--- src/rtl/hazard_ctrl.sv ---
// Pipeline hazard controller: load-use stall, taken-branch flush and memory-busy freeze,
// with saturating stall/flush cycle counters.
module hazard_ctrl #(
  parameter int         CNT_W    = 16,
  parameter logic [4:0] REG_ZERO = 5'd0
) (
  input  logic             clk_i,
  input  logic             rst_i,
  input  logic [4:0]       ID_RSaddr_i,
  input  logic [4:0]       ID_RTaddr_i,
  input  logic             ID_useRT_i,
  input  logic             EX_MemRead_i,
  input  logic [4:0]       EX_RDaddr_i,
  input  logic             EX_BrTaken_i,
  input  logic             MEM_busy_i,
  output logic             PCWrite_o,
  output logic             IFIDWrite_o,
  output logic             IDEXBubble_o,
  output logic             IFIDFlush_o,
  output logic             IDEXFreeze_o,
  output logic [1:0]       state_o,
  output logic [CNT_W-1:0] stall_cnt_o,
  output logic [CNT_W-1:0] flush_cnt_o
);

  typedef enum logic [1:0] {
    RUN        = 2'd0,
    LOAD_STALL = 2'd1,
    FLUSH      = 2'd2,
    MEM_WAIT   = 2'd3
  } state_e;

  state_e           state_p0;
  state_e           state_nxt;
  logic [CNT_W-1:0] stall_cnt_p0;
  logic [CNT_W-1:0] flush_cnt_p0;
  logic             hz;
  logic             br_en;
  logic             hz_en;

  function automatic logic [CNT_W-1:0] sat_inc(input logic [CNT_W-1:0] v, input logic en);
    if (en && (v != {CNT_W{1'b1}}))
      return v + {{(CNT_W-1){1'b0}}, 1'b1};
    else
      return v;
  endfunction

  assign hz = EX_MemRead_i && (EX_RDaddr_i != REG_ZERO) &&
              ((EX_RDaddr_i == ID_RSaddr_i) ||
               (ID_useRT_i && (EX_RDaddr_i == ID_RTaddr_i)));

  // A bubble sits in EX during FLUSH, and the load has left EX during LOAD_STALL.
  always_comb begin
    br_en = 1'b1;
    hz_en = 1'b1;
    unique case (state_p0)
      RUN, MEM_WAIT: begin
        br_en = 1'b1;
        hz_en = 1'b1;
      end
      LOAD_STALL: begin
        br_en = 1'b1;
        hz_en = 1'b0;
      end
      FLUSH: begin
        br_en = 1'b0;
        hz_en = 1'b0;
      end
      default: begin
        br_en = 1'b1;
        hz_en = 1'b1;
      end
    endcase
  end

  always_comb begin
    PCWrite_o    = 1'b1;
    IFIDWrite_o  = 1'b1;
    IDEXBubble_o = 1'b0;
    IFIDFlush_o  = 1'b0;
    IDEXFreeze_o = 1'b0;
    state_nxt    = RUN;
    if (rst_i) begin
      PCWrite_o    = 1'b0;
      IFIDWrite_o  = 1'b0;
      IDEXBubble_o = 1'b1;
    end else if (MEM_busy_i) begin
      PCWrite_o    = 1'b0;
      IFIDWrite_o  = 1'b0;
      IDEXFreeze_o = 1'b1;
      state_nxt    = MEM_WAIT;
    end else if (EX_BrTaken_i && br_en) begin
      IFIDFlush_o  = 1'b1;
      IDEXBubble_o = 1'b1;
      state_nxt    = FLUSH;
    end else if (hz && hz_en) begin
      PCWrite_o    = 1'b0;
      IFIDWrite_o  = 1'b0;
      IDEXBubble_o = 1'b1;
      state_nxt    = LOAD_STALL;
    end
  end

  // Registered state and counters
  always_ff @(posedge clk_i) begin
    if (rst_i) begin
      state_p0     <= RUN;
      stall_cnt_p0 <= '0;
      flush_cnt_p0 <= '0;
    end else begin
      state_p0     <= state_nxt;
      stall_cnt_p0 <= sat_inc(stall_cnt_p0, !PCWrite_o);
      flush_cnt_p0 <= sat_inc(flush_cnt_p0, IFIDFlush_o);
    end
  end

  assign state_o     = state_p0;
  assign stall_cnt_o = stall_cnt_p0;
  assign flush_cnt_o = flush_cnt_p0;

endmodule
--- config.mk ---
export PLATFORM = sky130hd
export DESIGN_NAME = hazard_ctrl
export DESIGN_NICKNAME = d
export VERILOG_FILES = /design/src/rtl/hazard_ctrl.sv
export SDC_FILE = /design/constraint.sdc
export NUM_CORES = 1
export LEC_CHECK = 0
export ABC_AREA = 1
export ABC_CLOCK_PERIOD_IN_PS = 1900
export CAP_MARGIN = 40
export CORE_ASPECT_RATIO = 0.6
export CORE_MARGIN = 2
export CORE_UTILIZATION = 44
export DETAILED_ROUTE_END_ITERATION = 10
export HOLD_SLACK_MARGIN = 0.1
export PLACE_DENSITY_LB_ADDON = 0.12
export SYNTH_ARGS = -nofsm -noshare
export SYNTH_HDL_FRONTEND = slang
export SYNTH_SLANG_ARGS = --single-unit
--- constraint.sdc ---
create_clock -name clk_i -period 1.9 [get_ports clk_i]
set_clock_uncertainty 0.05 [all_clocks]
set_input_delay 0.475 -clock clk_i [delete_from_list [all_inputs] [get_ports clk_i]]
set_output_delay 0.475 -clock clk_i [all_outputs]
set_load 0.01 [all_outputs]
---- Yosys cells after proc, flatten, opt, wreduce, memory -nomap -nowiden ----
Index checks and enable logic that the tools add are counted.
W data, S select, Z words.
word-level totals
  flip-flop bits (word level) ............. 34
  output and inout port bits .............. 39
  word-level logic and storage cells ...... 44
cells by class
  eq/ne operators ......................... 7
  multiplexer cells ....................... 18
  reduce and logical (&&, ||, !) cells .... 14
  add/sub/neg operators ................... 2
operator list
  cell                     count
  $add A16 B1 Y16 const B  2
  $ne A16 B16 Y1 const B   2
  $mux W1                  14
  $eq A5 B5 Y1             2
  $logic_and A1 B1 Y1      7
  $reduce_bool A5 Y1       1
  $eq A2 B2 Y1 const B     2
  $mux W2                  2
  $pmux W1 S2              2
  $reduce_or A2 Y1         2
  $reduce_or A3 Y1         1
  $eq A2 B1 Y1 const B     1
  $logic_not A2 Y1         1
  $logic_not A1 Y1         1
  $logic_or A1 B1 Y1       1

---- Logic depth before layout (Yosys ltp) ----
  depth in word-level cells ............... 11
  mapped depth ............................ 13
  gate-level depth less buffers ........... 12

---- Worst setup path after synthesis ----
OpenSTA, ideal clock, no wires.
  path type ............................... input to output
  start point ............................. in EX_RDaddr_i[4]
  end point ............................... out PCWrite_o
  stages on the path ...................... 11
  buffers on the path ..................... 2
  arrival time ............................ 1429 ps
  setup slack ............................. -54 ps
  path through ............................ inv_1 -> nand2_1 -> nand2_1 -> nor2_1 -> nand3_1 -> nand2_1 -> nand3_1 -> nand2_1 -> buf_2 -> inv_1 -> buf_4
on the way
  longest elaborated chain between the ends .. 9
  elaborated cells between the ends (all ways) .. 12
  those cells by class .................... 2 x eq/ne; 4 x mux; 6 x reduce/logical
ends and longest elaborated chain
  item                      line  text
  start: declaration        13    input logic [4:0] EX_RDaddr_i,
  $eq A5 B5 Y1              50    (ID_useRT_i && (EX_RDaddr_i == ID_RTaddr_i)));
  $logic_and A1 B1 Y1       50
  $logic_or A1 B1 Y1        49    ((EX_RDaddr_i == ID_RSaddr_i) ||
  $logic_and A1 B1 Y1 (*)   48    assign hz = EX_MemRead_i && (EX_RDaddr_i != REG_ZERO) &&
  $logic_and A1 B1 Y1 (*)   96    end else if (hz && hz_en) begin
  $mux W1 (*) (4 in a row)  n/a
  end: declaration          16    output logic PCWrite_o,
Mark *: on every way between the ends. The rest lies on a longest branch, timed or not.

---- Worst setup path after layout ----
  start point ............................. reg state_p0[0] (netlist: state_o[0])
  end point ............................... out IFIDWrite_o
on the way
  longest elaborated chain between the ends .. 8
  elaborated cells between the ends (all ways) .. 15
  those cells by class .................... 3 x eq/ne; 6 x mux; 6 x reduce/logical
ends and longest elaborated chain
  item                                  line  text
  start: declaration                    33    state_e state_p0;
  start signal: assignment              111   state_p0 <= state_nxt;
  $eq A2 B2 Y1 (tied with other cells)  56    unique case (state_p0)
  $reduce_or A2 Y1 (on tied branches)   n/a
  $pmux W1 S2                           56
  $logic_and A1 B1 Y1                   96
  $mux W1                               96
  $mux W1 (*)                           92    end else if (EX_BrTaken_i && br_en) begin
  $mux W1 (*)                           87    end else if (MEM_busy_i) begin
  $mux W1 (*)                           83    if (rst_i) begin
  end: declaration                      17    output logic IFIDWrite_o,
Marked as above.

==> results.yml <==
outcome:
  status: "complete, but fails checks"
  violations: "setup timing"
route:
  wire_per_inst_um: 12.8
  wirelength_um: 6190
  drtAntennaViolNets: 0
  drcViolationCount: 0
  drt_iter0_markers: 168
  vias: 2389
  dr.pass1.iters: 4
  vias_per_cell: 4.94
floorplan:
  core_area_sq_um: 4660
  die_height_um: 58.4
  die_w_um: 94.6
  row_count: 19
  die-area_sq_um: 5520
  io_pins: 60
  initial_core_util_pct: 46.5
yosys:
  synthAdderAreaFrac_pct: 1.73
  synthTopCellsByArea: "dfxtp_1 (31%), nand2_1 (16%), inv_1 (7.8%)"
  async_reset_ff_share_pct: 0
  synth_edf_count: 0
  yosysWarnings: 0
  muxShareOfSynthArea_pct: 0
  synth_fp_nets: 364
  post-synth-top-area-cell: "dfxtp_1"
  yosys.area_share.xor_xnor_pct: 6.87
  synth-compound-area-share_pct: 10.8
  yosysSeqAreaShare_pct: 31.4
  synth_top_area_share_pct: 31.4
  syn_avg_cell_area_sq_um: 6.38
  synthFlopType: "dfxtp_1"
  netlist_area_sq_um: 2170
  yosys_register_bits: 34
  synth_top_family_by_area: "simple AND/OR/NAND/NOR gates"
  syn_inst: 340
  yosys.area_share.simple_pct: 38.1
  yosysUniqueCellTypes: 26
placed_design:
  globalplace.congestion: 0.899
  dp_slack_ns: -0.840
  port_buffers: 59
  place_area_sq_um: 2950
  dp_hpwl_um: 4640
  dp_cells: 474
power_and_ir_drop:
  ir_drop_mv: 0.422
  power_mw: 1.60
  powerDensity_nw_per_um2: 522
  leakagePower_nw: 1.30
timing:
  setup_viol_count_final: 2
  tightest_slew_ns: 0.333
  post-route-period-util_pct: 103
  relSlewSlack_pct: 77.6
  whs_ns: 0.418
  fin_ws_ns: -0.0577
  rsz0062_at_grt: "true"
  hold_violations: 0
  slew_violations: 0
  fmax_mhz: 511
  period_needed_ns: 1.96
  setup_tns_ns: -0.115
worst_setup_path:
  r2r_slack_ns: 0.18
  crit_path_max_fanout: 2
  critPathLaunchType: "flip-flop"
  crit_path_end: "IFIDWrite_o"
  worstReg2RegEnd: "flush_cnt_o[0]"
  reg2reg_from: "flush_cnt_o[1]"
  arrival_ns: 1.43
  crit_path_end_kind: "output pin"
  r2r_cells: 9
  cp_data_required_time_ns: 1.37
  crit_path_start: "state_o[0]"
  crit_type: "reg2out"
cells_and_area:
  fillers: 441
  fin_util_pct: 65.8
  fin_area_sq_um: 3070
  finalNonFillerCells: 484
  drive_above_1_share_pct: 21.4
  nNetsFinal: 444
  area_delta_synth_final_pct: 41.5
  antenna_cells: 0
  multi_input_area_sq_um: 1310
  seqCellArea_sq_um: 686
grt:
  grt_pass1_vias: 2096
  grt_usage_pct: 23.1
  grt-ovfl-total: 0
  antenna_found_initial: 0
  use_met1_pct: 36.2
  grt_max_degree: 21
  use_met2_pct: 30.5
  grtUsageMet3_pct: 6.53
  top_usage_layer: "met1"
  grt_pass1_wl_um: 9850
clock_network:
  htree_levels: 2
  numCtsBuffers: 5
  clk_latency_ns: 0.30
  clk_path_buf_depth: 2
  clock_sinks: 34
  cts_tree: "done"
  path_clk_slew_ns: 0.07
  clockRootBuffer: "clkbuf_8"
worst_hold_path:
  hp-class: "in2reg"
job:
  cap_violations: 0
-- worst min-delay path by stage --
stage / from / to / slack (ns) / cells after the start
CTS: flush_cnt_o[2] / flush_cnt_o[2] / 0.44 / 2
global placement: flush_cnt_o[2] / flush_cnt_o[2] / 0.43 / 2
detailed placement: flush_cnt_o[2] / flush_cnt_o[2] / 0.42 / 2
floorplan: flush_cnt_o[2] / flush_cnt_o[2] / 0.45 / 2
finish: rst_i / state_o[0] / 0.42 / 2
global route: rst_i / state_o[0] / 0.42 / 2
-- area by class of cell --
class                   instances  share of cell area, %
repair buffers                 84                   23.1
flip-flops and latches         34                   22.3
multi-input cells             247                   42.5
inverters                      48                   5.87
clock buffers                   8                   3.59
well taps                      63                   2.57
-- cells in the final DEF, fill, tap and decap left out, types with 5 or more instances in the layout --
cell type,Yosys,layout
a21oi_1,19,19
a21oi_2,10,10
buf_2,4,12
buf_4,2,26
clkbuf_8,0,8
clkdlybuf4s50_1,0,33
dfxtp_1,34,30
inv_1,45,39
inv_2,3,9
nand2_1,90,87
nand2_2,3,5
nand3_1,33,31
nand4_1,7,7
nor2_1,37,36
nor3_1,12,12
o21ai_0,9,9
xor2_1,12,12
-- layer usage --
layer  vias up  share of wire [%]
met5         -                  0
met4         0                1.1
met3         8                9.7
met2        84                 37
met1      1051                 52
li1       1246                  -
-- cells in the mapped netlist, types with 2 or more instances --
library cell   n
clkbuf_1       4
inv_1         45
a21oi_2       10
ha_1           3
o21ai_0        9
buf_4          2
buf_2          4
inv_2          3
nand4_1        7
nand2_1       90
a21oi_1       19
xnor2_1        5
nand2_2        3
nor2_1        37
nor3_1        12
dfxtp_1       34
nand3_1       33
xor2_1        12
-- power by group --
part | switching, mW | internal, mW
registers | 0.00861 | 0.723
logic | 0.117 | 0.103
clock network | 0.285 | 0.366
-- critical path: stages, from the launching register on --
cell and delay, ns:
dfxtp_2 0.33, inv_2 0.04, ha_4 0.25, nand3_2 0.07
inv_2 0.07, nand3_2 0.09, nand2_2 0.11, inv_2 0.06
buf_6 0.11
-- kinds of logic (layout without fill, tap and decap cells) --
logic type	Yosys count	in the layout
AO/OA/AOI/OAI	39	39
flip-flops	34	34
AND/OR/NAND/NOR	188	188
adder cells (fa/ha/maj)	3	3
XOR/XNOR	17	17
buffers and inverters	59	140
-- repair_timing --
item | in CTS | in global routing
hold buffers | 0 | 0
setup buffers | 1 | 1
gates cloned | 0 | 0
pin swaps | 27 | 5
gates resized for setup | 92 | 12
endpoints found under the setup margin | 21 | 24
-- registers in the layout, summed over array words and instances, names as in the netlist --
name         cells
flush_cnt_o     16
stall_cnt_o     16
state_o          2
Power figures use the tool's default switching activity.
